## src/rtl/fifo_wr_arbiter.sv

```systemverilog
`default_nettype none
// ============================================================================
// Module   : fifo_wr_arbiter
// Brief    : Round-robin write arbiter sharing one synchronous FIFO write port
//            among NUM_REQ requesters, with full/almostfull throttling and
//            sticky wr_ack / overflow error detection.
// Revision : 1.0 - initial release
// ============================================================================
module fifo_wr_arbiter #(
    parameter int NUM_REQ    = 4,
    parameter int FIFO_WIDTH = 16
) (
    input  logic                          clk,
    input  logic                          rst,
    input  logic [NUM_REQ-1:0]            req,
    input  logic [NUM_REQ*FIFO_WIDTH-1:0] req_data,
    output logic [NUM_REQ-1:0]            gnt,
    output logic                          fifo_wr_en,
    output logic [FIFO_WIDTH-1:0]         fifo_data_in,
    input  logic                          fifo_full,
    input  logic                          fifo_almostfull,
    input  logic                          fifo_wr_ack,
    input  logic                          fifo_overflow,
    output logic [$clog2(NUM_REQ)-1:0]    owner,
    output logic [15:0]                   grant_cnt,
    output logic                          throttled,
    output logic                          ovf_err,
    output logic                          ack_err
);

    localparam int PTR_W = $clog2(NUM_REQ);

    typedef enum logic [1:0] {
        ST_IDLE   = 2'd0,
        ST_ACTIVE = 2'd1,
        ST_HOLD   = 2'd2
    } state_t;

    state_t                 r_state;
    state_t                 w_state_nxt;
    logic [PTR_W-1:0]       r_ptr;
    logic                   r_prev_wr;
    logic                   w_can_issue;
    logic                   w_found;
    logic                   w_xfer;
    logic [PTR_W-1:0]       w_sel;
    logic [PTR_W-1:0]       w_cand;
    logic [FIFO_WIDTH-1:0]  w_sel_data;

    // A write already on the port may take the last free slot, so nothing
    // is issued behind it while almostfull.
    assign w_can_issue = !fifo_full && !(fifo_almostfull && fifo_wr_en);
    assign w_xfer      = w_found && w_can_issue && !rst;
    assign throttled   = (r_state == ST_HOLD);

    always_comb begin
        w_sel   = '0;
        w_found = 1'b0;
        w_cand  = '0;
        for (int k = 0; k < NUM_REQ; k++) begin
            w_cand = PTR_W'((int'(r_ptr) + k) % NUM_REQ);
            if (!w_found && req[w_cand]) begin
                w_found = 1'b1;
                w_sel   = w_cand;
            end
        end
    end

    always_comb begin
        gnt = '0;
        if (w_xfer) begin
            gnt[w_sel] = 1'b1;
        end
    end

    assign w_sel_data = req_data[int'(w_sel)*FIFO_WIDTH +: FIFO_WIDTH];

    always_comb begin
        w_state_nxt = ST_IDLE;
        if (req != '0) begin
            w_state_nxt = w_can_issue ? ST_ACTIVE : ST_HOLD;
        end
    end

    always_ff @(posedge clk) begin
        // Tracks the port even through reset so a write in flight at reset
        // is not later reported as a spurious ack.
        r_prev_wr <= fifo_wr_en;
        if (rst) begin
            r_state      <= ST_IDLE;
            r_ptr        <= '0;
            owner        <= '0;
            grant_cnt    <= '0;
            fifo_wr_en   <= 1'b0;
            fifo_data_in <= '0;
            ovf_err      <= 1'b0;
            ack_err      <= 1'b0;
        end else begin
            r_state    <= w_state_nxt;
            fifo_wr_en <= w_xfer;
            if (r_prev_wr != fifo_wr_ack) begin
                ack_err <= 1'b1;
            end
            if (fifo_overflow) begin
                ovf_err <= 1'b1;
            end
            if (w_xfer) begin
                fifo_data_in <= w_sel_data;
                owner        <= w_sel;
                grant_cnt    <= grant_cnt + 16'd1;
                r_ptr        <= (w_sel == PTR_W'(NUM_REQ - 1)) ? '0 : w_sel + 1'b1;
            end
        end
    end

endmodule
`default_nettype wire

```

## config.mk

```make
export PLATFORM = sky130hd
export DESIGN_NAME = fifo_wr_arbiter
export DESIGN_NICKNAME = d
export VERILOG_FILES = /design/src/rtl/fifo_wr_arbiter.sv
export SDC_FILE = /design/constraint.sdc
export NUM_CORES = 1
export LEC_CHECK = 0
export CAP_MARGIN = 20
export CELL_PAD_IN_SITES_DETAIL_PLACEMENT = 0
export CELL_PAD_IN_SITES_GLOBAL_PLACEMENT = 1
export CORE_ASPECT_RATIO = 1.75
export CORE_MARGIN = 4
export CORE_UTILIZATION = 44
export DETAILED_ROUTE_END_ITERATION = 10
export DONT_BUFFER_PORTS = 1
export MAX_ROUTING_LAYER = met4
export PLACE_DENSITY = 0.83
export RECOVER_POWER = 100
export SYNTH_ARGS = -nofsm -noshare
export SYNTH_HDL_FRONTEND = slang
export SYNTH_SLANG_ARGS = --single-unit
```

## constraint.sdc

```tcl
create_clock -name clk -period 2.8 [get_ports clk]
set_input_delay 0.56 -clock clk [delete_from_list [all_inputs] [get_ports clk]]
set_output_delay 0.56 -clock clk [all_outputs]
set_load 0.02 [all_outputs]
```

== After elaboration in Yosys (flattened, before gate mapping) ==
Index checks and enable logic that the tools add are counted.
Cells by class
  $add $sub $neg: 5
  order comparisons: 6
  equal/unequal tests: 3
  shift-type cells: 1
  multiplexer cells: 21
  bitwise gates (word level): 1
  reductions and logical operators: 16
Operators with widths (number)
  $shiftx A64 B7 Y16: 1
  $add A16 B1 Y16 const B: 1
  $lt A2 B3 Y1 const B: 5
  $mux W2: 6
  $mux W1: 9
  $bmux W1 S2: 4
  $logic_and A1 B1 Y1: 8
  $logic_not A1 Y1: 6
  $add A2 B1 Y2 const B: 2
  $add A2 B2 Y2 const B: 2
  $eq A2 B2 Y1 const B: 2
  $mux W4: 1
  $reduce_bool A4 Y1: 1
  $demux W1 S2: 1
  $ge A2 B1 Y1 const B: 1
  $reduce_or A2 Y1: 1
  $ne A1 B1 Y1: 1
  $not A1 Y1: 1
Word-level totals
  register bits after elaboration: 42
  input bits: 74

== Longest topological paths before layout ==
  depth in word-level cells: 17
  mapped depth: 8

== Worst setup path before layout ==
No wires, ideal clock.
  path kind: input to output
  from: input req[2]
  to: output gnt[1]
  arrival: 2.043 ns
  required time: 2.240 ns
  path slack: 0.197 ns
  cell stages on the path: 5
  path buffers: 1
  path through: nor2b_2 a221oi_1 o21ai_1 buf_4 nor3_1
Between the ends
  cells in the longest elaborated chain, start to end: 17
RTL lines
  start, declared: line 15  | input logic [NUM_REQ-1:0] req,
  $bmux W1 S2: line 62  | if (!w_found && req[w_cand]) begin
  $mux W1 (implied by the code): line 62
  $mux W1: line 62
  $logic_not A1 Y1: line 62
  $logic_and A1 B1 Y1: line 62
  $mux W1: line 62
  $logic_not A1 Y1: line 62
  $logic_and A1 B1 Y1: line 62
  $mux W1: line 62
  $logic_not A1 Y1: line 62
  $logic_and A1 B1 Y1: line 62
  $mux W2: line 62
  $lt A2 B3 Y1 (implied by the code) or $ge A2 B1 Y1 (tied branches): line 72  | gnt[w_sel] = 1'b1;
  $logic_and A1 B1 Y1 (implied by the code): line 72
  $mux W1 (implied by the code): line 72
  $demux W1 S2: line 72
  $mux W4 *: line 71  | if (w_xfer) begin
  end, declared: line 17  | output logic [NUM_REQ-1:0] gnt,
Every way passes the cells marked *; elsewhere a longest branch is shown, timed or not. The select of a mux whose other input is x is not followed.

== Worst setup path in the final report ==
  from: register fifo_wr_en
  to: output gnt[0]
Between the ends
  cells in the longest elaborated chain, start to end: 6
RTL lines
  start, declared: line 18  | output logic fifo_wr_en,
  start signal, assigned: line 100  | fifo_wr_en <= w_xfer;
  $logic_and A1 B1 Y1: line 52  | assign w_can_issue = !fifo_full && !(fifo_almostfull && fifo_wr_en);
  $logic_not A1 Y1: line 52
  $logic_and A1 B1 Y1: line 52
  $logic_and A1 B1 Y1 (2 in a row): line 53  | assign w_xfer = w_found && w_can_issue && !rst;
  $mux W4: line 71
Every way passes these cells.

==> flow_metrics.env <==
export IMPL_routed_wl_mm=5.939
export IMPL_whs_path_depth=1
export IMPL_clock_path_buffers=2
export IMPL_drt_pass1_iterations=4
export IMPL_synth_area_leaders="dfxtp_1 (37%), mux2i_1 (7.0%), o211ai_2 (6.0%), a21o_1 (5.6%), nand2_1 (5.3%)"
export IMPL_min_period_over_period_pct=92.29
export IMPL_fmax_ghz=0.3870
export IMPL_grt_pass1_vias=1865
export IMPL_switching_share_pct=29.95
export IMPL_drt_iter0_drc=109
export IMPL_r2r_cells=5
export IMPL_fin_crit_ns=2.584
export IMPL_antenna_found_initial=0
export IMPL_post_cts_resize_count=0
export IMPL_finish_utilization_pct=47.21
export IMPL_vdd_ir_drop_max_uv=418.9
export IMPL_yosysWarningCount=0
export IMPL_start_util_pct=45.51
export IMPL_cts_setup_buffers=0
export IMPL_h_tree_depth=2
export IMPL_yosysMostFrequentCell="dfxtp_1"
export IMPL_worst_path_max_fanout=4
export IMPL_hold_buffers=0
export IMPL_required_ns=2.24
export IMPL_viasPerCell=5.861
export IMPL_grt_first_pass_wirelength_mm=9.418
export IMPL_clkSinkCount=42
export IMPL_p_sw_uw=428.9
export IMPL_yosys_cell_types_count=41
export IMPL_p_comb_share_pct=15.9
export IMPL_min_path_type="in -> reg"
export IMPL_p_clk_share_pct=33.8
export IMPL_grtUsageTotal_pct=18.87
export IMPL_io_buffer_count=0
export IMPL_path_clk_slew_ns=0.09
export IMPL_ant_nets=0
export IMPL_fp_dieW_um=62.47
export IMPL_final_max_slew_viol_count=0
export IMPL_netlist_instances=266
export IMPL_outcome="finished clean"
export IMPL_grt_max_degree=28
export IMPL_yosysSeqAreaShare_pct=36.80
export IMPL_hpwl_mm=4.592
export IMPL_clk_latency_ns=0.29
export IMPL_rows=34
export IMPL_die_y_um=103.3
export IMPL_sequentialPowerShare_pct=50.3
export IMPL_ios=116
export IMPL_wl_per_cell_um=18.39
export IMPL_syn_nets=342
export IMPL_cts_tree="yes"
export IMPL_syn_area_um2=2285
export IMPL_internal_power_mw=1.003
export IMPL_cap_violations=0
export IMPL_cts_made_buffers=5
export IMPL_setup_violations=0
export IMPL_async_flop_share_pct=0
export IMPL_drive_above_1_share_pct=7.807
export IMPL_synth_top_area_share_pct=36.80
export IMPL_skew_ns=0.008150
export IMPL_hold_viol_final=0
export IMPL_synth_main_ff_cell="dfxtp_1"
export IMPL_fin_tns_setup_ns=0
export IMPL_rsz0062_at_grt="no"
export IMPL_cp_start_kind="flop"
export IMPL_critPathArrivalTime_ns=2.02
export IMPL_overflow=0
export IMPL_final_nets=344
export IMPL_cts_root_buffer="clkbuf_8"
export IMPL_p_leak_nw=0.8601
export IMPL_synth_seq_cells=42
export IMPL_worstSetupPathType="reg -> out"
export IMPL_core_area_um2=5020
export IMPL_endpoint_kind="primary output"
export IMPL_powerDensity_nw_per_um2=604.1
export IMPL_yosysTopAreaCell="dfxtp_1"
export IMPL_worstMarginPinSlew_ns=1.316
export IMPL_gp_congestion=0.6952
export IMPL_synth_edff_count=0
export IMPL_relSlewSlack_pct=11.97
export IMPL_syn_avg_cell_area_um2=8.589
export IMPL_die_area_um2=6455
export IMPL_netlist_top_cells_count="dfxtp_1 (42), nand2_1 (32), nor2_1 (25)"
export IMPL_layout_area_overhead_vs_synth_pct=3.724
export IMPL_num_antenna_cells=0
export IMPL_drc=0
export IMPL_num_vias=1893
## per-stage QoR
stage	cell area, um^2	cells	hold WS [ns]	setup WS, ns	total power [mW]
floorplan	2285	266	0.4456	0.1969	0.9400
global placement	2333	315	0.4784	0.3669	0.9773
detailed placement	2333	315	0.4829	0.3573	0.9833
CTS	2447	323	0.3077	0.1373	1.472
global route	2370	323	0.3031	0.01462	1.511
finish	2370	323	0.3200	0.2157	1.432
## worst max-delay path: stages (launching register included)
cell	delay, ns
dfxtp_1	0.43
a21o_1	0.25
nor3_1	0.36
o21ai_0	0.28
nor2_1	0.41
## cells by family (layout without fill, tap and decap cells)
family	count (synthesis)	count (layout)	synth area share [%]
AOI/OAI and AO/OA	59	59	19.61
muxes	16	16	7.010
buffers and inverters	18	21	4.600
and+or+nand+nor	113	113	24.75
DFF	42	42	36.80
adders and majority gates	2	2	1.095
xor gates and xnor gates	16	16	6.134
## layer usage
layer / vias to the layer above / track usage, % / routed length (um)
li1: 949 / - / -
met1: 856 / 17.79 / 2012
met2: 78 / 34.87 / 3287
met3: 10 / 6.919 / 508
met4: 0 / 7.313 / 130
met5: - / - / 0
## cell usage in the layout, fill, tap and decap left out, types with 2 or more instances in the layout
master,n
nor4_1,5
nand3_1,20
mux2i_1,16
clkbuf_1,3
buf_4,6
nand2b_1,2
clkinvlp_4,2
xnor2_1,9
nor3_1,10
a21o_1,17
o21ai_0,18
a21oi_1,4
nor2b_1,2
nor2_1,26
xor2_1,7
ha_1,2
dfxtp_1,42
nand2_1,32
inv_1,3
o211ai_1,16
nand4_1,5
clkbuf_8,5
## registers in the layout, summed over array words and instances (netlist names)
signal / flops
fifo_data_in: 16
r_ptr: 2
ovf_err: 1
ack_err: 1
fifo_wr_en: 1
r_prev_wr: 1
grant_cnt: 16
owner: 2
r_state: 2
## power groups by stage
stage	registers (mW)	clock network (mW)	logic [mW]
2_1_floorplan	0.721	0	0.219
3_3_place_gp	0.735	0	0.243
3_5_place_dp	0.735	0	0.248
4_1_cts	0.721	0.504	0.248
5_1_grt	0.725	0.527	0.259
6_report	0.720	0.484	0.228
## path summary, 6_finish.rpt
kind                            slack, ns                to       start
worst max-delay path                 0.22            gnt[0]  fifo_wr_en
worst min-delay path                 0.32      grant_cnt[1]         rst
worst max register to register       0.52  fifo_data_in[15]  fifo_wr_en
worst min register to register       0.49          r_ptr[0]    r_ptr[0]
## final cells by class
cell class | count | area, um^2
fillers | 533 | 2650
multi-input cells | 206 | 1275
flip-flops and latches | 42 | 840.8
clock buffers | 5 | 68.82
well taps | 54 | 67.56
repair buffers | 10 | 61.31
clock inverters | 3 | 45.04
inverters | 3 | 11.26
No activity file was read; power rests on OpenSTA's default activity.
